--- src/rtl/router_pkg.sv ---
// Shared types and helpers for the router packet transmitter.
// Holds the tx FSM state encoding, the header/length constants, and the
// small header-pack and byte-parity helpers used by router_pkt_tx.
package router_pkg;

  localparam int         MAX_LEN      = 63;
  localparam logic [1:0] DEST_INVALID = 2'd3;

  typedef enum logic [2:0] {
    TX_IDLE,
    TX_LOAD,
    TX_HDR,
    TX_PAYLD,
    TX_PAR,
    TX_GAP
  } tx_state_e;

  // Router header byte: length in [7:2], destination in [1:0].
  function automatic logic [7:0] hdr_pack(input logic [5:0] len, input logic [1:0] dest);
    return {len, dest};
  endfunction

  // Running parity accumulation over one more byte.
  function automatic logic [7:0] byte_parity(input logic [7:0] acc, input logic [7:0] b);
    return acc ^ b;
  endfunction

endpackage

--- src/rtl/router_tx_buf.sv ---
// Payload store for one packet: synchronous write, combinational read.
// Latency: write visible on the read port the cycle after the write edge.
// No flow control of its own; the owner decides when to write and what to read.
// Ports: clk; wr_en/wr_addr/wr_data write side; rd_addr -> rd_data read side.
module router_tx_buf #(
  parameter int DEPTH = 64,
  parameter int AW    = 6
) (
  input  logic          clk,
  input  logic          wr_en,
  input  logic [AW-1:0] wr_addr,
  input  logic [7:0]    wr_data,
  input  logic [AW-1:0] rd_addr,
  output logic [7:0]    rd_data
);

  logic [7:0] mem_q [DEPTH];

  always_ff @(posedge clk) begin
    if (wr_en) begin
      mem_q[wr_addr] <= wr_data;
    end
  end

  assign rd_data = mem_q[rd_addr];

endmodule

--- src/rtl/router_pkt_tx.sv ---
// Store-and-forward packet source for the router input: loads a whole payload,
// then sends header, payload and parity back to back with no internal gaps.
// Latency: header registered on the edge accepting the last payload byte; a
// packet occupies len+2 cycles on data_out when busy stays low.
// Backpressure: busy high holds data_out/pkt_valid unchanged indefinitely;
// cmd_ready only in IDLE, pl_ready only in LOAD.
// Ports: clk, resetn (sync, active-high); cmd_valid/cmd_ready/cmd_dest/cmd_len
// command; pl_data/pl_valid/pl_ready payload; busy in; data_out/pkt_valid to
// router; pkt_done and cmd_err status pulses.
// Optional ROUTER_TX_ERR_INJECT_EN adds inj_perr, which flips parity bit 0 of
// the packet whose command it accompanies.
module router_pkt_tx
  import router_pkg::*;
#(
  parameter int IPG     = 2,
  parameter int MAX_LEN = 63
) (
  input  logic       clk,
  input  logic       resetn,
  input  logic       cmd_valid,
  output logic       cmd_ready,
  input  logic [1:0] cmd_dest,
  input  logic [5:0] cmd_len,
`ifdef ROUTER_TX_ERR_INJECT_EN
  input  logic       inj_perr,
`endif
  input  logic [7:0] pl_data,
  input  logic       pl_valid,
  output logic       pl_ready,
  input  logic       busy,
  output logic [7:0] data_out,
  output logic       pkt_valid,
  output logic       pkt_done,
  output logic       cmd_err
);

  localparam logic [3:0] GAP_LAST = (IPG > 0) ? 4'(IPG - 1) : 4'd0;

  tx_state_e  state_q, state_d;
  logic [7:0] hdr_q, hdr_d;
  logic [7:0] parity_q, parity_d;
  logic [5:0] wcnt_q, wcnt_d;
  logic [5:0] rcnt_q, rcnt_d;
  logic [3:0] gcnt_q, gcnt_d;
  logic [7:0] data_out_q, data_out_d;
  logic       pkt_valid_q, pkt_valid_d;
  logic       pkt_done_q, pkt_done_d;
  logic       cmd_err_q, cmd_err_d;
`ifdef ROUTER_TX_ERR_INJECT_EN
  logic       inj_q, inj_d;
`endif

  logic [5:0] pkt_len;
  logic [7:0] par_byte;
  logic       buf_wr_en;
  logic [5:0] buf_rd_addr;
  logic [7:0] buf_rd_data;

  assign pkt_len = hdr_q[7:2];

`ifdef ROUTER_TX_ERR_INJECT_EN
  assign par_byte = parity_q ^ {7'd0, inj_q};
`else
  assign par_byte = parity_q;
`endif

  assign buf_wr_en = (state_q == TX_LOAD) && pl_valid;
  // Address the byte that will be registered onto data_out at the next
  // consume edge, so payload follows the header without a bubble.
  assign buf_rd_addr = (state_q == TX_PAYLD) ? rcnt_q : 6'd0;

  router_tx_buf #(
    .DEPTH (MAX_LEN + 1),
    .AW    (6)
  ) u_buf (
    .clk     (clk),
    .wr_en   (buf_wr_en),
    .wr_addr (wcnt_q),
    .wr_data (pl_data),
    .rd_addr (buf_rd_addr),
    .rd_data (buf_rd_data)
  );

  always_comb begin
    state_d     = state_q;
    hdr_d       = hdr_q;
    parity_d    = parity_q;
    wcnt_d      = wcnt_q;
    rcnt_d      = rcnt_q;
    gcnt_d      = gcnt_q;
    data_out_d  = data_out_q;
    pkt_valid_d = pkt_valid_q;
    pkt_done_d  = 1'b0;
    cmd_err_d   = 1'b0;
`ifdef ROUTER_TX_ERR_INJECT_EN
    inj_d       = inj_q;
`endif

    case (state_q)
      TX_IDLE: begin
        if (cmd_valid) begin
          if (cmd_len == 6'd0 || cmd_dest == DEST_INVALID) begin
            cmd_err_d = 1'b1;
          end else begin
            hdr_d    = hdr_pack(cmd_len, cmd_dest);
            parity_d = hdr_pack(cmd_len, cmd_dest);
            wcnt_d   = 6'd0;
`ifdef ROUTER_TX_ERR_INJECT_EN
            inj_d    = inj_perr;
`endif
            state_d  = TX_LOAD;
          end
        end
      end

      TX_LOAD: begin
        if (pl_valid) begin
          parity_d = byte_parity(parity_q, pl_data);
          wcnt_d   = wcnt_q + 6'd1;
          if (wcnt_q == pkt_len - 6'd1) begin
            data_out_d  = hdr_q;
            pkt_valid_d = 1'b1;
            state_d     = TX_HDR;
          end
        end
      end

      TX_HDR: begin
        if (!busy) begin
          data_out_d = buf_rd_data;
          rcnt_d     = 6'd1;
          state_d    = TX_PAYLD;
        end
      end

      TX_PAYLD: begin
        if (!busy) begin
          if (rcnt_q < pkt_len) begin
            data_out_d = buf_rd_data;
            rcnt_d     = rcnt_q + 6'd1;
          end else begin
            // Parity travels with pkt_valid low; that is how the router
            // recognises the end of the packet.
            data_out_d  = par_byte;
            pkt_valid_d = 1'b0;
            state_d     = TX_PAR;
          end
        end
      end

      TX_PAR: begin
        if (!busy) begin
          data_out_d = 8'd0;
          pkt_done_d = 1'b1;
          gcnt_d     = 4'd0;
          state_d    = (IPG == 0) ? TX_IDLE : TX_GAP;
        end
      end

      TX_GAP: begin
        if (gcnt_q == GAP_LAST) begin
          state_d = TX_IDLE;
        end else begin
          gcnt_d = gcnt_q + 4'd1;
        end
      end

      default: state_d = TX_IDLE;
    endcase
  end

  always_ff @(posedge clk) begin
    if (resetn) begin
      state_q     <= TX_IDLE;
      hdr_q       <= 8'd0;
      parity_q    <= 8'd0;
      wcnt_q      <= 6'd0;
      rcnt_q      <= 6'd0;
      gcnt_q      <= 4'd0;
      data_out_q  <= 8'd0;
      pkt_valid_q <= 1'b0;
      pkt_done_q  <= 1'b0;
      cmd_err_q   <= 1'b0;
`ifdef ROUTER_TX_ERR_INJECT_EN
      inj_q       <= 1'b0;
`endif
    end else begin
      state_q     <= state_d;
      hdr_q       <= hdr_d;
      parity_q    <= parity_d;
      wcnt_q      <= wcnt_d;
      rcnt_q      <= rcnt_d;
      gcnt_q      <= gcnt_d;
      data_out_q  <= data_out_d;
      pkt_valid_q <= pkt_valid_d;
      pkt_done_q  <= pkt_done_d;
      cmd_err_q   <= cmd_err_d;
`ifdef ROUTER_TX_ERR_INJECT_EN
      inj_q       <= inj_d;
`endif
    end
  end

  assign cmd_ready = (state_q == TX_IDLE);
  assign pl_ready  = (state_q == TX_LOAD);
  assign data_out  = data_out_q;
  assign pkt_valid = pkt_valid_q;
  assign pkt_done  = pkt_done_q;
  assign cmd_err   = cmd_err_q;

endmodule

--- config.mk ---
export PLATFORM = sky130hd
export DESIGN_NAME = router_pkt_tx
export DESIGN_NICKNAME = d
export VERILOG_FILES = /design/src/rtl/router_pkg.sv /design/src/rtl/router_tx_buf.sv /design/src/rtl/router_pkt_tx.sv
export SDC_FILE = /design/constraint.sdc
export NUM_CORES = 1
export LEC_CHECK = 0
export BUFFER_PORTS_ARGS = -buffer_cell sky130_fd_sc_hd__buf_2
export CORE_MARGIN = 2
export CORE_UTILIZATION = 57
export DETAILED_ROUTE_END_ITERATION = 7
export PLACE_DENSITY = 0.76
export SLEW_MARGIN = 15
export SYNTH_ARGS = -nofsm -noshare
export SYNTH_HDL_FRONTEND = slang
export SYNTH_SLANG_ARGS = --single-unit
--- constraint.sdc ---
create_clock -name clk -period 2.4 [get_ports clk]
set_input_delay 0.12 -clock clk [delete_from_list [all_inputs] [get_ports clk]]
set_output_delay 0.12 -clock clk [all_outputs]
set_load 0.01 [all_outputs]
==> metrics.txt <==
worst clock skew 29.52 ps; CP Launch Type flip-flop; Buf/Inv on CP 2; Post-Synthesis Cells between 1500 and 2000; Congestion Overflow GR 0; setup violators final 6; initial antenna violation count 1; post-synth top area share 65.94%; H-Tree Depth 2; internal power component 15680 uW; Synth area leader edfxtp_1; Synth Flop Type edfxtp_1; crit path max-delay cell type or4b_4; commonest non-fill, non-tap cell in the layout edfxtp_1; minimum clock period 2498 ps; Unique masters post-synth 65; CTS tree yes; Syn. warnings 0; Clock Sinks around 560; Routed WL 63.90 mm; Synth async-reset ratio 0%; PwrDens 723.1 nW/um^2; Switching Share ~22%; max-cap violations 0; final hold violations 0; CP max stage delay between 500 and 600 ps; Fillers around 2600; vias in the first global route ~15000; Global Route Usage Sum 30.01%; FF-to-FF End data_out[3]; delay-heaviest family, CP simple AND/OR/NAND/NOR gates; largest net degree at the start of global routing 52; flops & latches, synth 558; Area growth, synth to finish 18.76%; Arr. time, crit path approximately 3000 ps; VDD IR max 0.6993 mV; IO Pins 34; die area 42540 sq um; syn nets around 1700; vias per cell roughly 6.6; commonest cells after routing, fill and taps aside edfxtp_1 (512), buf_4 (208), nor2_1 (165); CP Class reg2reg; input/output buffers 33; first-pass GRT wire length 93.81 mm; Residual DRC 0; RSZ-0062 raised after global routing true; Wirelength per Cell 26.17 um; Slew headroom roughly 47%; syn avg cell area 14.18 sq um; placed insts 2317; FF+latch area 16310 sq um; hpwl dp 41.18 mm; mapped cell area 23320 sq um; share of layout cells above drive strength 1 23.57%; FF-to-FF setup slack -100 ps; leak pwr ~0.0094 uW; sw power 4349 uW; Reg2Reg Depth 9; Hold Path Depth 1; core area 40650 sq um; DRT iter0 DRCs 2265; fin worst setup slack -98.36 ps; Cell Count, Final, Fillers Out around 2400; worst-margin pin slew 783.2 ps; crit end category flip-flop; area of the multi-input gates 6545 sq um; Worst R2R Start rcnt_q[2]; part of the power in registers around 54%; worst-path fanout max 18; Initial Utilization 57.37%; Worst-path clk slew roughly 60 ps; fin crit share 104.1%; CP required 2900 ps; Final ANT Viol Nets 0; DRT Pass-1 Iters 5; Fmax achieved 0.4003 GHz; min-delay worst type in2reg; power share of the combinational group under 10%; clock buffer depth 3; worst-path cell chain and4b_2 -> buf_12 -> buf_6 -> a21oi_1 -> o22ai_2 -> a21o_1 -> nand3_2 -> or4b_4 -> o311ai_1; status complete, but fails checks; crit path from rcnt_q[2]; Clock power frac between 40% and 50%; root buffer cell clkbuf_16; Vias 15998; Final nets about 1900; Num CTS Buffers 54; worst hold endpoint u_buf.mem_q[12][7]; Die X ~210 um; post-synthesis sequential area ratio approximately 70%; gp weighted congestion 0.9655; Rows 74; TNS Setup -248.7 ps; failing checks negative setup slack; Die Y-Extent 206.3 um; hold path startpoint pl_data[7]; Worst-Skew Late Latency about 620 ps; Area contributors post-synth edfxtp_1 (66%), dfxtp_1 (3.9%), a21oi_1 (2.7%), nor2_1 (2.7%), mux2i_1 (2.5%); Post-synth EDFFs 512; max-slew violation count 0
==> sequential cells by signal, summed over array words and instances, names as in the netlist, 3 cells and up <==
| register | count |
|---|---|
| gcnt_q | 4 |
| rcnt_q | 6 |
| u_buf.mem_q | 512 |
| state_q | 3 |
| hdr_q | 8 |
| par_byte | 8 |
| wcnt_q | 6 |
| data_out | 8 |
==> power groups by stage <==
stage	registers (uW)	clock network, uW	logic [uW]
2_1_floorplan	10900	0	433
5_1_grt	10700	8740	1060
4_1_cts	10700	8390	926
6_report	10700	8310	987
3_5_place_dp	10900	0	879
3_3_place_gp	10900	0	859
==> Yosys cell counts, types with 4 or more instances <==
cell	instances
o311ai_0	8
buf_2	37
dfxtp_1	46
o31ai_1	9
nor2_1	167
a21o_1	8
nand4_1	9
nand4b_1	9
nor3b_1	8
a211oi_1	22
a2111oi_0	6
mux4_2	18
clkbuf_1	56
o22ai_1	37
nand2_1	81
a211o_1	8
or3_1	4
nand3b_1	4
buf_1	15
a21oi_1	127
xnor2_1	8
o31a_1	8
a31oi_1	6
edfxtp_1	512
and3_1	36
xor2_1	8
buf_6	4
mux2_2	43
or4b_1	7
a2111o_1	7
o221ai_1	14
nand3_1	36
inv_1	17
mux2i_1	58
o21ai_0	57
a311oi_1	4
nor3_1	11
buf_4	4
a221oi_1	55
ha_1	10
a2bb2oi_1	17
o211ai_1	7
==> through the flow <==
step                      hold WS, ps  instance area [sq um]  setup slack [ps]  power, uW  utilization [%]
after floorplan                 218.9                  23320            -53.57      11350                -
after global placement          377.3                  25530            -148.9      11790            62.81
after detailed placement        381.0                  25530            -251.0      11810            62.81
after CTS                       12.37                  27520            -45.40      20030            67.71
after global routing            33.84                  27690            -160.1      20520            68.12
final                           35.90                  27690            -98.36      20020            68.13
==> worst reg2reg max path: cells and delay by family (launching register included) <==
kind | cells | cell delay (ps)
and+or+nand+nor | 3 | 960
AOI/OAI and AO/OA | 4 | 660
DFF | 1 | 420
buffers and inverters | 2 | 330
==> layout make-up <==
cell class	count	share of cell area, %
antenna	1	0.009036
clock buffer	68	5.182
multi-input combinational	949	23.63
clock inverter	33	1.008
inverter	17	0.2440
timing repair buffer	284	8.616
tap	532	2.404
sequential	558	58.90
==> logic make-up (layout without fill, tap and decap cells) <==
family          after synthesis  in the layout  synth area share [%]
compound gates              412            412                 11.87
fa+ha+maj                    10             10                0.5366
simple gates                392            392                 8.038
mux                         119            119                 6.305
buf+inv                     137            402                 2.763
other cells                   0              1                     0
xor+xnor                     16             16                0.6010
flops                       558            558                 69.89
==> per-layer routing <==
layer | global-route usage (%) | share of wire (%)
met1 | 41.46 | 37
met2 | 47.46 | 47
met3 | 5.251 | 11
met4 | 12.58 | 4.5
met5 | 0 | 0
==> worst max-delay path by stage <==
stage	cells past startpoint	endpoint	slack, ps
2_1_floorplan	9	u_buf.mem_q[62][0]	-50
3_3_place_gp	8	data_out[1]	-150
3_5_place_dp	9	data_out[6]	-250
4_1_cts	8	data_out[7]	-50
5_1_grt	8	data_out[3]	-160
6_report	9	data_out[3]	-100
==> what timing repair did <==
| action | 4_1_cts | 5_1_grt |
|---|---|---|
| hold buffers | 19 | 0 |
| hold endpoints to repair | 22 | 0 |
| setup endpoints to repair | 80 | 219 |
| resized for setup | 26 | 34 |
| setup buffers | 1 | 2 |
| pin swaps | 15 | 17 |
| gates cloned | 0 | 1 |
Power figures use the tool's default switching activity.
